File: src/rtl/tensaurus_pkg.sv
// Shared types and helpers for the tensaurus CSF decode path.
//   tok_t       : 2-bit token type carried on the input stream
//   dec_state_t : decoder control states (run / drain / done)
//   lvl_width() : width of a header-level index for a given level count
package tensaurus_pkg;

    typedef enum logic [1:0] {
        TOK_HDR  = 2'b00,
        TOK_NNZ  = 2'b01,
        TOK_EOS  = 2'b10,
        TOK_RSVD = 2'b11
    } tok_t;

    typedef enum logic [1:0] {
        ST_RUN   = 2'b00,
        ST_DRAIN = 2'b01,
        ST_DONE  = 2'b10
    } dec_state_t;

    // A level index always needs at least one bit, even for a single level.
    function automatic int lvl_width(input int n);
        return (n > 1) ? $clog2(n) : 1;
    endfunction

endpackage

File: src/rtl/tensaurus_sync_fifo.sv
// Synchronous FIFO with a registered head-of-queue output.
// The head word is held in dout_reg so a word pushed into an empty FIFO is
// visible right after the push edge, while all storage stays in a plain
// array with registered reads.
// Ports:
//   clk, rst      clock, asynchronous active-high reset (empties the FIFO)
//   push, din     write request and data (ignored when full)
//   pop           read request (ignored when empty)
//   dout          current head word
//   full, empty   occupancy flags
// DEPTH must be a power of two so the pointers wrap naturally.
module tensaurus_sync_fifo #(
    parameter int WIDTH = 8,
    parameter int DEPTH = 4
) (
    input  logic             clk,
    input  logic             rst,
    input  logic             push,
    input  logic [WIDTH-1:0] din,
    input  logic             pop,
    output logic [WIDTH-1:0] dout,
    output logic             full,
    output logic             empty
);

    localparam int AW = (DEPTH > 1) ? $clog2(DEPTH) : 1;
    localparam logic [AW:0] COUNT_FULL = (AW+1)'(DEPTH);

    logic [WIDTH-1:0] mem [DEPTH];
    logic [AW-1:0]    wr_ptr_reg;
    logic [AW-1:0]    rd_ptr_reg;
    logic [AW:0]      count_reg;
    logic [WIDTH-1:0] dout_reg;
    logic             do_push;
    logic             do_pop;
    logic [AW-1:0]    rd_ptr_inc;

    assign full       = (count_reg == COUNT_FULL);
    assign empty      = (count_reg == '0);
    assign do_push    = push && !full;
    assign do_pop     = pop && !empty;
    assign rd_ptr_inc = rd_ptr_reg + AW'(1);
    assign dout       = dout_reg;

    always_ff @(posedge clk) begin
        if (do_push) begin
            mem[wr_ptr_reg] <= din;
        end
    end

    always_ff @(posedge clk or posedge rst) begin
        if (rst) begin
            wr_ptr_reg <= '0;
            rd_ptr_reg <= '0;
            count_reg  <= '0;
            dout_reg   <= '0;
        end else begin
            if (do_push) begin
                wr_ptr_reg <= wr_ptr_reg + AW'(1);
            end
            if (do_pop) begin
                rd_ptr_reg <= rd_ptr_inc;
            end
            case ({do_push, do_pop})
                2'b10:   count_reg <= count_reg + (AW+1)'(1);
                2'b01:   count_reg <= count_reg - (AW+1)'(1);
                default: count_reg <= count_reg;
            endcase
            // Head register: take din when it becomes the head (empty FIFO, or
            // the only entry leaves while a new one arrives); otherwise take the
            // next stored word when the head is popped. The next slot cannot be
            // under write in that case because count > 1.
            if (do_push && (empty || (do_pop && count_reg == (AW+1)'(1)))) begin
                dout_reg <= din;
            end else if (do_pop && count_reg > (AW+1)'(1)) begin
                dout_reg <= mem[rd_ptr_inc];
            end
        end
    end

endmodule

File: src/rtl/csf_coord_decoder.sv
// Compressed-sparse-fiber token decoder.
// Holds one index per fiber header level, expands each NNZ token into a full
// coordinate tuple {header indices, leaf index, value address} and buffers it
// in an output FIFO with valid/ready flow control. EOS stops input, waits for
// the FIFO to drain and then pulses done for one cycle.
// Ports:
//   clk, rst                 clock, asynchronous active-high reset
//   cfg_levels               number of active header levels (1..NUM_LEVELS)
//   in_valid/in_ready        input token handshake
//   in_type/in_level/in_idx/in_addr  token fields
//   out_valid/out_ready      output tuple handshake
//   out_hdr_idx              header indices, level 0 in LSBs, inactive levels 0
//   out_leaf_idx, out_addr   leaf index and value address
//   done                     one-cycle pulse once an EOS has fully drained
//   err                      sticky protocol error
//   nnz_count                tuples buffered since the last done (saturating)
module csf_coord_decoder
    import tensaurus_pkg::*;
#(
    parameter int MEMORY_ADDRESS_SIZE = 10,
    parameter int INDEX_SIZE          = 8,
    parameter int NUM_LEVELS          = 2,
    parameter int FIFO_DEPTH          = 4,
    parameter int CNT_W               = 16
) (
    input  logic                             clk,
    input  logic                             rst,
    input  logic [lvl_width(NUM_LEVELS):0]   cfg_levels,
    input  logic                             in_valid,
    output logic                             in_ready,
    input  logic [1:0]                       in_type,
    input  logic [lvl_width(NUM_LEVELS)-1:0] in_level,
    input  logic [INDEX_SIZE-1:0]            in_idx,
    input  logic [MEMORY_ADDRESS_SIZE-1:0]   in_addr,
    output logic                             out_valid,
    input  logic                             out_ready,
    output logic [NUM_LEVELS*INDEX_SIZE-1:0] out_hdr_idx,
    output logic [INDEX_SIZE-1:0]            out_leaf_idx,
    output logic [MEMORY_ADDRESS_SIZE-1:0]   out_addr,
    output logic                             done,
    output logic                             err,
    output logic [CNT_W-1:0]                 nnz_count
);

    localparam int LVL_W  = lvl_width(NUM_LEVELS);
    localparam int HDR_W  = NUM_LEVELS * INDEX_SIZE;
    localparam int WORD_W = HDR_W + INDEX_SIZE + MEMORY_ADDRESS_SIZE;
    localparam logic [LVL_W:0] NUM_LEVELS_L = (LVL_W+1)'(NUM_LEVELS);

    dec_state_t        state_reg;
    dec_state_t        state_next;
    logic              rdy_en_reg;
    logic              err_reg;
    logic [CNT_W-1:0]  nnz_count_reg;

    tok_t              tok;
    logic              accept;
    logic [LVL_W:0]    level_ext;
    logic              hdr_level_ok;
    logic              hdr_wr;
    logic              nnz_ok;
    logic              nnz_push;
    logic              err_set;

    logic [NUM_LEVELS-1:0] lvl_ok;
    logic [HDR_W-1:0]      hdr_masked;

    logic              fifo_full;
    logic              fifo_empty;
    logic              fifo_pop;
    logic [WORD_W-1:0] fifo_din;
    logic [WORD_W-1:0] fifo_dout;

    assign tok          = tok_t'(in_type);
    assign accept       = in_valid && in_ready;
    assign level_ext    = {1'b0, in_level};
    assign hdr_level_ok = (level_ext < cfg_levels) && (level_ext < NUM_LEVELS_L);
    assign hdr_wr       = accept && (tok == TOK_HDR) && hdr_level_ok;
    assign nnz_ok       = &lvl_ok;
    assign nnz_push     = accept && (tok == TOK_NNZ) && nnz_ok;
    assign err_set      = accept && (((tok == TOK_HDR) && !hdr_level_ok) ||
                                     ((tok == TOK_NNZ) && !nnz_ok) ||
                                     (tok == TOK_RSVD));

    // Per-level header register. A new header at level L invalidates every
    // deeper level, since their indices belonged to the previous fiber.
    for (genvar gi = 0; gi < NUM_LEVELS; gi++) begin : g_lvl
        localparam logic [LVL_W:0] LVL = (LVL_W+1)'(gi);
        logic [INDEX_SIZE-1:0] idx_reg;
        logic                  vld_reg;
        logic                  lvl_active;

        assign lvl_active = (LVL < cfg_levels);
        assign lvl_ok[gi] = !lvl_active || vld_reg;
        assign hdr_masked[gi*INDEX_SIZE +: INDEX_SIZE] = lvl_active ? idx_reg : '0;

        always_ff @(posedge clk or posedge rst) begin
            if (rst) begin
                idx_reg <= '0;
                vld_reg <= 1'b0;
            end else if (state_reg == ST_DONE) begin
                vld_reg <= 1'b0;
            end else if (hdr_wr) begin
                if (level_ext == LVL) begin
                    idx_reg <= in_idx;
                    vld_reg <= 1'b1;
                end else if (level_ext < LVL) begin
                    vld_reg <= 1'b0;
                end
            end
        end
    end

    always_ff @(posedge clk or posedge rst) begin
        if (rst) begin
            state_reg  <= ST_RUN;
            rdy_en_reg <= 1'b0;
        end else begin
            state_reg  <= state_next;
            rdy_en_reg <= 1'b1;
        end
    end

    // rdy_en_reg holds in_ready low until the first edge after reset release.
    always_comb begin
        state_next = state_reg;
        in_ready   = 1'b0;
        done       = 1'b0;
        case (state_reg)
            ST_RUN: begin
                in_ready = rdy_en_reg && !fifo_full;
                if (in_valid && rdy_en_reg && !fifo_full && (tok == TOK_EOS)) begin
                    state_next = ST_DRAIN;
                end
            end
            ST_DRAIN: begin
                if (fifo_empty) begin
                    state_next = ST_DONE;
                end
            end
            ST_DONE: begin
                done       = 1'b1;
                state_next = ST_RUN;
            end
            default: state_next = ST_RUN;
        endcase
    end

    always_ff @(posedge clk or posedge rst) begin
        if (rst) begin
            err_reg       <= 1'b0;
            nnz_count_reg <= '0;
        end else begin
            if (err_set) begin
                err_reg <= 1'b1;
            end
            if (state_reg == ST_DONE) begin
                nnz_count_reg <= '0;
            end else if (nnz_push && (nnz_count_reg != '1)) begin
                nnz_count_reg <= nnz_count_reg + CNT_W'(1);
            end
        end
    end

    assign fifo_din = {hdr_masked, in_idx, in_addr};
    assign fifo_pop = out_valid && out_ready;

    tensaurus_sync_fifo #(
        .WIDTH (WORD_W),
        .DEPTH (FIFO_DEPTH)
    ) u_fifo (
        .clk   (clk),
        .rst   (rst),
        .push  (nnz_push),
        .din   (fifo_din),
        .pop   (fifo_pop),
        .dout  (fifo_dout),
        .full  (fifo_full),
        .empty (fifo_empty)
    );

    assign out_valid    = !fifo_empty;
    assign out_hdr_idx  = fifo_dout[WORD_W-1 -: HDR_W];
    assign out_leaf_idx = fifo_dout[MEMORY_ADDRESS_SIZE +: INDEX_SIZE];
    assign out_addr     = fifo_dout[MEMORY_ADDRESS_SIZE-1:0];
    assign err          = err_reg;
    assign nnz_count    = nnz_count_reg;

endmodule

File: config.mk
export PLATFORM = sky130hd
export DESIGN_NAME = csf_coord_decoder
export DESIGN_NICKNAME = d
export VERILOG_FILES = /design/src/rtl/tensaurus_pkg.sv /design/src/rtl/tensaurus_sync_fifo.sv /design/src/rtl/csf_coord_decoder.sv
export SDC_FILE = /design/constraint.sdc
export NUM_CORES = 1
export LEC_CHECK = 0
export BUFFER_PORTS_ARGS = -buffer_cell sky130_fd_sc_hd__buf_2
export CAP_MARGIN = 0
export CORE_MARGIN = 1.5
export CORE_UTILIZATION = 49
export CTS_CLUSTER_SIZE = 8
export DETAILED_ROUTE_END_ITERATION = 8
export PLACE_DENSITY_LB_ADDON = 0.12
export SLEW_MARGIN = 20
export SYNTH_ARGS = -nofsm -noshare
export SYNTH_HDL_FRONTEND = slang
export SYNTH_SLANG_ARGS = --single-unit
File: constraint.sdc
create_clock -name clk -period 3.5 [get_ports clk]
set_clock_uncertainty 0.1 [all_clocks]
set_input_delay 0.7 -clock clk [delete_from_list [all_inputs] [get_ports clk]]
set_output_delay 0.7 -clock clk [all_outputs]
set_load 0.1 [all_outputs]
* Yosys cells after proc, flatten, opt, wreduce, memory -nomap -nowiden
Memory sizes are Yosys's and may differ from the RTL's. Cells that the tools add are included.
Word-level totals: register bits after elaboration 79, latch bits 0, memory bits (writable) 136, memory bits (read-only) 0, bits of input ports 27, output and inout port bits 54, word-level logic and storage cells 107, memories 1
Memory list:
- u_fifo.mem | depth 4, bits a word 34, rd ports 1, clocked after Yosys merged registers in 0, wr ports 1, line tensaurus_sync_fifo.sv:29 | logic [WIDTH-1:0] mem [DEPTH];
Operators by class: add/sub/neg operators 5, multipliers 0, div/mod/pow operators 0, order comparisons 7, equal/unequal tests 12, shift-type cells 0, mux-type cells 22, bitwise operators 1, reduce and logical (&&, ||, !) cells 47
Operators by type and width (count):
- 34-bit 2-to-1 mux | 2
- 16-bit 2-to-1 mux | 2
- 1-bit logical AND | 20
- 16-bit by 1-bit adder with 16-bit output, second input constant | 1
- 8-bit 2-to-1 mux | 2
- 16-bit inequality test, second input constant | 1
- 1-bit 2-to-1 mux | 12
- 2-bit == test, second input constant | 4
- 2-bit AND reduction | 4
- 2-bit nonzero test | 4
- 2-bit by 1-bit == test with 1-bit output, second input constant | 3
- 1-bit zero test | 6
- 2-bit zero test | 3
- 3-bit one-hot mux with 2 select lines | 1
- 3-bit AND reduction | 2
- 3-bit nonzero test | 2
- 1-bit logical OR | 5
- 2-bit by 1-bit adder with 2-bit output, second input constant | 2
- 1-bit by 2-bit < comparator with 1-bit output, first input constant | 2
- 2-bit 2-to-1 mux | 2
- 2-bit one-hot mux with 2 select lines | 1
- 3-bit by 1-bit adder with 3-bit output, second input constant | 1
- 3-bit by 1-bit == test with 1-bit output, second input constant | 1
- 3-bit == test, second input constant | 1
- other kinds (9) | 10

* Logic depth before layout (Yosys ltp)
depth in word-level cells 10, mapped depth 11

* Cells and area by module
A second synthesis with hierarchy kept.
Second synthesis, totals: cells, all modules 597, area, all modules 9153.8 um^2
By module, submodules not included:
- tensaurus_sync_fifo | times used 1, cells each 418, area each 7210.7 um^2, seq. area each 5109.9 um^2
- csf_coord_decoder | times used 1, cells each 179, area each 1943.1 um^2, seq. area each 950.9 um^2

* Least setup slack after synthesis
OpenSTA, ideal clock, no wires.
kind input-to-reg, start input port cfg_levels[0], end memory u_fifo.mem[0][0] (netlist bit), enable pin, setup time 0.394 ns, arrival 2.256 ns, slack 0.750 ns, cell stages on the path 4, path buffers 0, cells stage by stage nor2_2 -> a21oi_2 -> nor3_4 -> and2_1
On the way: longest elaborated chain between the ends 8, elaborated cells between the ends (all ways) 11, classes of those cells 2 x order compare; 2 x mux; 7 x reduce/logical
RTL lines:
- start: declaration | line csf_coord_decoder.sv:28 | input logic [lvl_width(NUM_LEVELS):0] cfg_levels,
- 1-bit by 2-bit < comparator with 1-bit output | line csf_coord_decoder.sv:93 | assign lvl_active = (LVL < cfg_levels);
- 1-bit zero test | line csf_coord_decoder.sv:94 | assign lvl_ok[gi] = !lvl_active || vld_reg;
- 1-bit logical OR | line csf_coord_decoder.sv:94
- 2-bit AND reduction * | line csf_coord_decoder.sv:79 | assign nnz_ok = &lvl_ok;
- 1-bit logical AND * | line csf_coord_decoder.sv:80 | assign nnz_push = accept && (tok == TOK_NNZ) && nnz_ok;
- 1-bit logical AND * | line tensaurus_sync_fifo.sv:40 | assign do_push = push && !full;
- 1-bit 2-to-1 mux * | line tensaurus_sync_fifo.sv:46 | if (do_push) begin
- 1-bit 2-to-1 mux (implied by the code) * | line tensaurus_sync_fifo.sv:47 | mem[wr_ptr_reg] <= din;
- end: declaration | line tensaurus_sync_fifo.sv:29
Mark *: on every way between the ends. The rest lies on a longest branch, timed or not.

* Worst setup path in the final report
start register state_reg[0], end output port done
On the way: longest elaborated chain between the ends 2
RTL lines:
- start: declaration | line csf_coord_decoder.sv:50 | dec_state_t state_reg;
- start signal: assignment | line csf_coord_decoder.sv:119 | state_reg <= state_next;
- 2-bit == test | line csf_coord_decoder.sv:129 | case (state_reg)
- 1-bit 2-to-1 mux | line csf_coord_decoder.sv:129
- end: declaration | line csf_coord_decoder.sv:40 | output logic done,
No other way between the ends.

==> impl_summary.md <==
Route
After detailed routing, the number of remaining DRC violations is 0. The count of antenna-violating nets left after detailed routing is 0. Dividing the detail-routed via count by the number of cells gives 5.56.

The average wire per cell in the routed design is 20.1 um. For this block, the routed nets add up to 17800 um of wire. The number of vias after detailed routing is 4919. The first TritonRoute pass finished after 4 iterations. In this run, the number of DRC markers left after iteration 0 of detailed routing was 299.

Die
The effective utilization at floorplan is 50.3%. The vertical die dimension is 136 um. The core region is around 17000 um2. For this design the top-level I/O count stands at 81. The width of the chip is between 100 and 150 um. In this run the core area contains 48 standard-cell rows.

The floorplan step defined a die boundary enclosing 18600 um2.

Pwr
Internal power comes to just under 6 mW. The share of total power dissipated in combinational logic is 37.3%. Of the total power, the clock network draws between 20% and 30%.

The power density normalized to cell area is 948 nW/um2. The analysis attributes to net switching a power of a little under 4 mW. The leakage power is 4.00 nW. The worst-case IR drop observed on VDD is 0.000586 V.

Per report_power, the sequential group accounts for between 30% and 40% of the total. Net switching is around two fifths of the power.

Setup path
The data required time of the critical path is 2.70 ns. The data arrival time at the worst-slack endpoint is ~2.2 ns. The worst-case reg-to-reg path depth is 8. The worst setup path is captured at an output port. The maximum fanout along the worst path is 14.

The type of element launching the critical path is a register. Walking the worst path, the cells encountered are nand2b_1, inv_1, buf_2. In this design, the stage delay of the slowest critical-path cell is 0.51 ns.

On the critical path, the stage with the largest delay is an instance of buf_2. The worst setup path is of the register to output port kind.

Synth
In the synthesized netlist the dominant register cell turns out to be edfxtp_1. The number of enable-type register cells in the synthesized netlist is 136. The number of flip-flops and latches in the synthesized netlist is 215. Of all flip-flops after synthesis, the portion carrying an async set or reset was roughly 37%. The number of different library cells used by synthesis comes to 49. Among all cell types in the netlist, the one instantiated most often is edfxtp_1. The library cell occupying the most area in the post-synthesis netlist is edfxtp_1.

Ranked by instance count, the synthesized netlist is headed by edfxtp_1 (136), dfrtp_1 (79), nand2_1 (46). The area fraction of the dominant cell type after synthesis is 46.9%. The combined area of all synthesized cells is 8700 um2. The Yosys step of the flow raised 0 warnings.

The average instance in the mapped netlist occupies 16.4 um2. Sequential elements use 69.6% of the synthesized area. Synthesis produced a netlist whose cell count is approximately 530. After synthesis, the cell types taking the most area are edfxtp_1 (47%), dfrtp_1 (23%), mux4_2 (8.8%).

Counting every net in the synthesized netlist gives 568.

STA
The sum of negative setup slack is 0 ns. The count of final max-slew check failures came to 0. The worst-margin pin slew is 0.804 ns. The maximum achievable frequency is 0.338 GHz. In this run the tightest slew margin relative to its limit is 46.4%. Setup repair after global routing left no endpoint under its margin. The minimum clock period is 2.96 ns. After layout, the worst path uses 84.5% of the clock period.

The least setup slack across all paths after layout is 0.541 ns. The worst hold slack across all endpoints is 0.197 ns. The total of endpoints with negative setup slack in the final report is 0.

The number of endpoints with negative hold slack in the final report is 0.

Place
The quantity of I/O buffers inserted on ports is 80. Prior to clock tree synthesis, the placed netlist has a worst setup slack of 0.527 ns. After legalization and detailed placement, the total HPWL measured between 10000 and 15000 um. Routability-driven placement finished with a final weighted congestion of roughly 0.80.

The placed instance area is 9450 um2.

Clocking
For this design, the sink count on the clock tree is 215. Gates resized during post-CTS repair numbered 0. Clock-pin slew was measured on the worst setup and hold paths at about 0.050 ns. For this design, the CTS-stage hold fixing added 0 buffers.

The root buffer cell is clkbuf_16. After clock tree synthesis, the setup repair step added 0 buffers. The total CTS buffers is 30. The clock reaches the later pin of the worst-skew pair after around 0.52 ns. The maximum clock insertion buffer count is 3. The CTS tree is done. In this run the number of H-tree levels came out at 1.

Final layout
Summing all multi-input logic gate instances after layout gives ~2500 um2. The final-layout fill cell count is 1321. The sequential standard cell area is 6060 um2. The net count of the finished layout is 673.

The proportion of layout cells with a drive suffix above 1 is 28.5%. The post-route cell area is 10300 um2. The flip-flop count of the largest register after layout is 136. The signed area change from the synthesized netlist to the final layout is 18.6%. The number of antenna diodes in the final layout is 0.

GRT
The number of global-route vias before repair is 5347. Entering global routing, the biggest net connects 53 pins. The overall global routing resource usage is 20.5%. The first-pass GRT wire length is 28900 um. The initial antenna violation count came to 0. The overall overflow remaining after global route is 0.

Hold path
The worst min-delay path category is input port to async pin.

Job
The number of max-capacitance violations reported is 0.

Status
The flow ran to the end, and the final reports show no timing, DRC or antenna violations.
-- layout make-up --
type                            instances  share of cell area, %
Inverter                               11                  0.412
Clock buffer                           55                   8.39
Tap cell                              225                   2.73
Multi-Input combinational cell        283                   24.3
Timing Repair Buffer                   95                   5.46
Sequential cell                       215                   58.7
-- per-stage QoR --
step / util [%] / cells / power, mW
after global routing: 59.7 / 884 / 10.2
after global placement: 54.7 / 829 / 7.17
after floorplan: - / 531 / 6.50
after CTS: 59.7 / 884 / 9.90
after detailed placement: 54.7 / 829 / 7.25
final: 59.7 / 884 / 9.78
-- cell usage in the layout, fill, tap and decap left out, types with 3 or more instances in the layout --
master | netlist | routed
clkbuf_1 | 13 | 24
a221o_1 | 8 | 8
buf_12 | 0 | 4
nor2_1 | 17 | 17
dfrtp_1 | 79 | 78
mux4_2 | 34 | 34
ha_1 | 10 | 10
xnor2_1 | 15 | 15
nand2b_1 | 3 | 3
and4_1 | 3 | 3
nand3_1 | 7 | 7
nor2b_1 | 5 | 5
inv_1 | 10 | 9
a22oi_1 | 9 | 9
buf_2 | 6 | 80
mux2i_1 | 21 | 21
nand4_1 | 4 | 4
buf_4 | 0 | 11
and2_1 | 23 | 23
and2b_1 | 3 | 3
mux2_2 | 16 | 16
nand2_1 | 46 | 46
nor4_1 | 4 | 4
edfxtp_1 | 136 | 136
nor3_1 | 5 | 5
o21ai_0 | 22 | 22
clkbuf_16 | 0 | 31
-- power groups by stage --
stage	clock (mW)	combinational, mW	sequential [mW]
5_1_grt	2.81	3.86	3.57
6_report	2.63	3.64	3.51
4_1_cts	2.69	3.69	3.52
3_5_place_dp	0	3.68	3.57
3_3_place_gp	0	3.62	3.55
2_1_floorplan	0	1.44	5.06
-- cells by family (layout without fill, tap and decap cells) --
kind of cell	count (synthesis)	count (layout)	synth area share, %
and+or+nand+nor	131	131	8.11
other	1	1	0.0431
DFF	215	215	69.6
xor gates and xnor gates	16	16	1.61
buffers and inverters	33	161	1.60
AOI/OAI and AO/OA	54	54	4.28
muxes	71	71	13.3
adders and majority gates	10	10	1.44
-- worst max-delay path, delay by kind of cell, from the launching register on --
kind	cells	cell delay, ns
and+or+nand+nor	1	0.31
DFF	1	0.40
buffers and inverters	2	0.92
-- path summary, 6_finish.rpt --
| path | endpoint | from | slack [ns] |
|---|---|---|---|
| setup / recovery | done | state_reg[0]$_DFFE_PP0P_ | 0.54 |
| hold / removal | u_fifo.dout[31]$_DFFE_PP0P_ | rst | 0.20 |
| setup reg to reg | g_lvl[0].idx_reg[6]$_DFFE_PP0P_ | u_fifo.count_reg[0]$_DFFE_PP0P_ | 0.79 |
| hold reg to reg | err$_DFFE_PP0P_ | err$_DFFE_PP0P_ | 0.39 |
| max in group asynchronous | u_fifo.dout[3]$_DFFE_PP0P_ | rst | 2.44 |
| min in group clk | u_fifo.mem[3][7]$_DFFE_PP_ | in_addr[7] | 0.31 |
-- per-layer routing --
layer	vias up	share of wire (%)	track usage, %
met3	15	4.6	3.43
met4	0	0.94	5.08
met2	120	51	34.8
met1	2551	44	27.6
li1	2233	-	-
met5	-	0	0
Note: power is estimated with default switching activity, not from simulation.
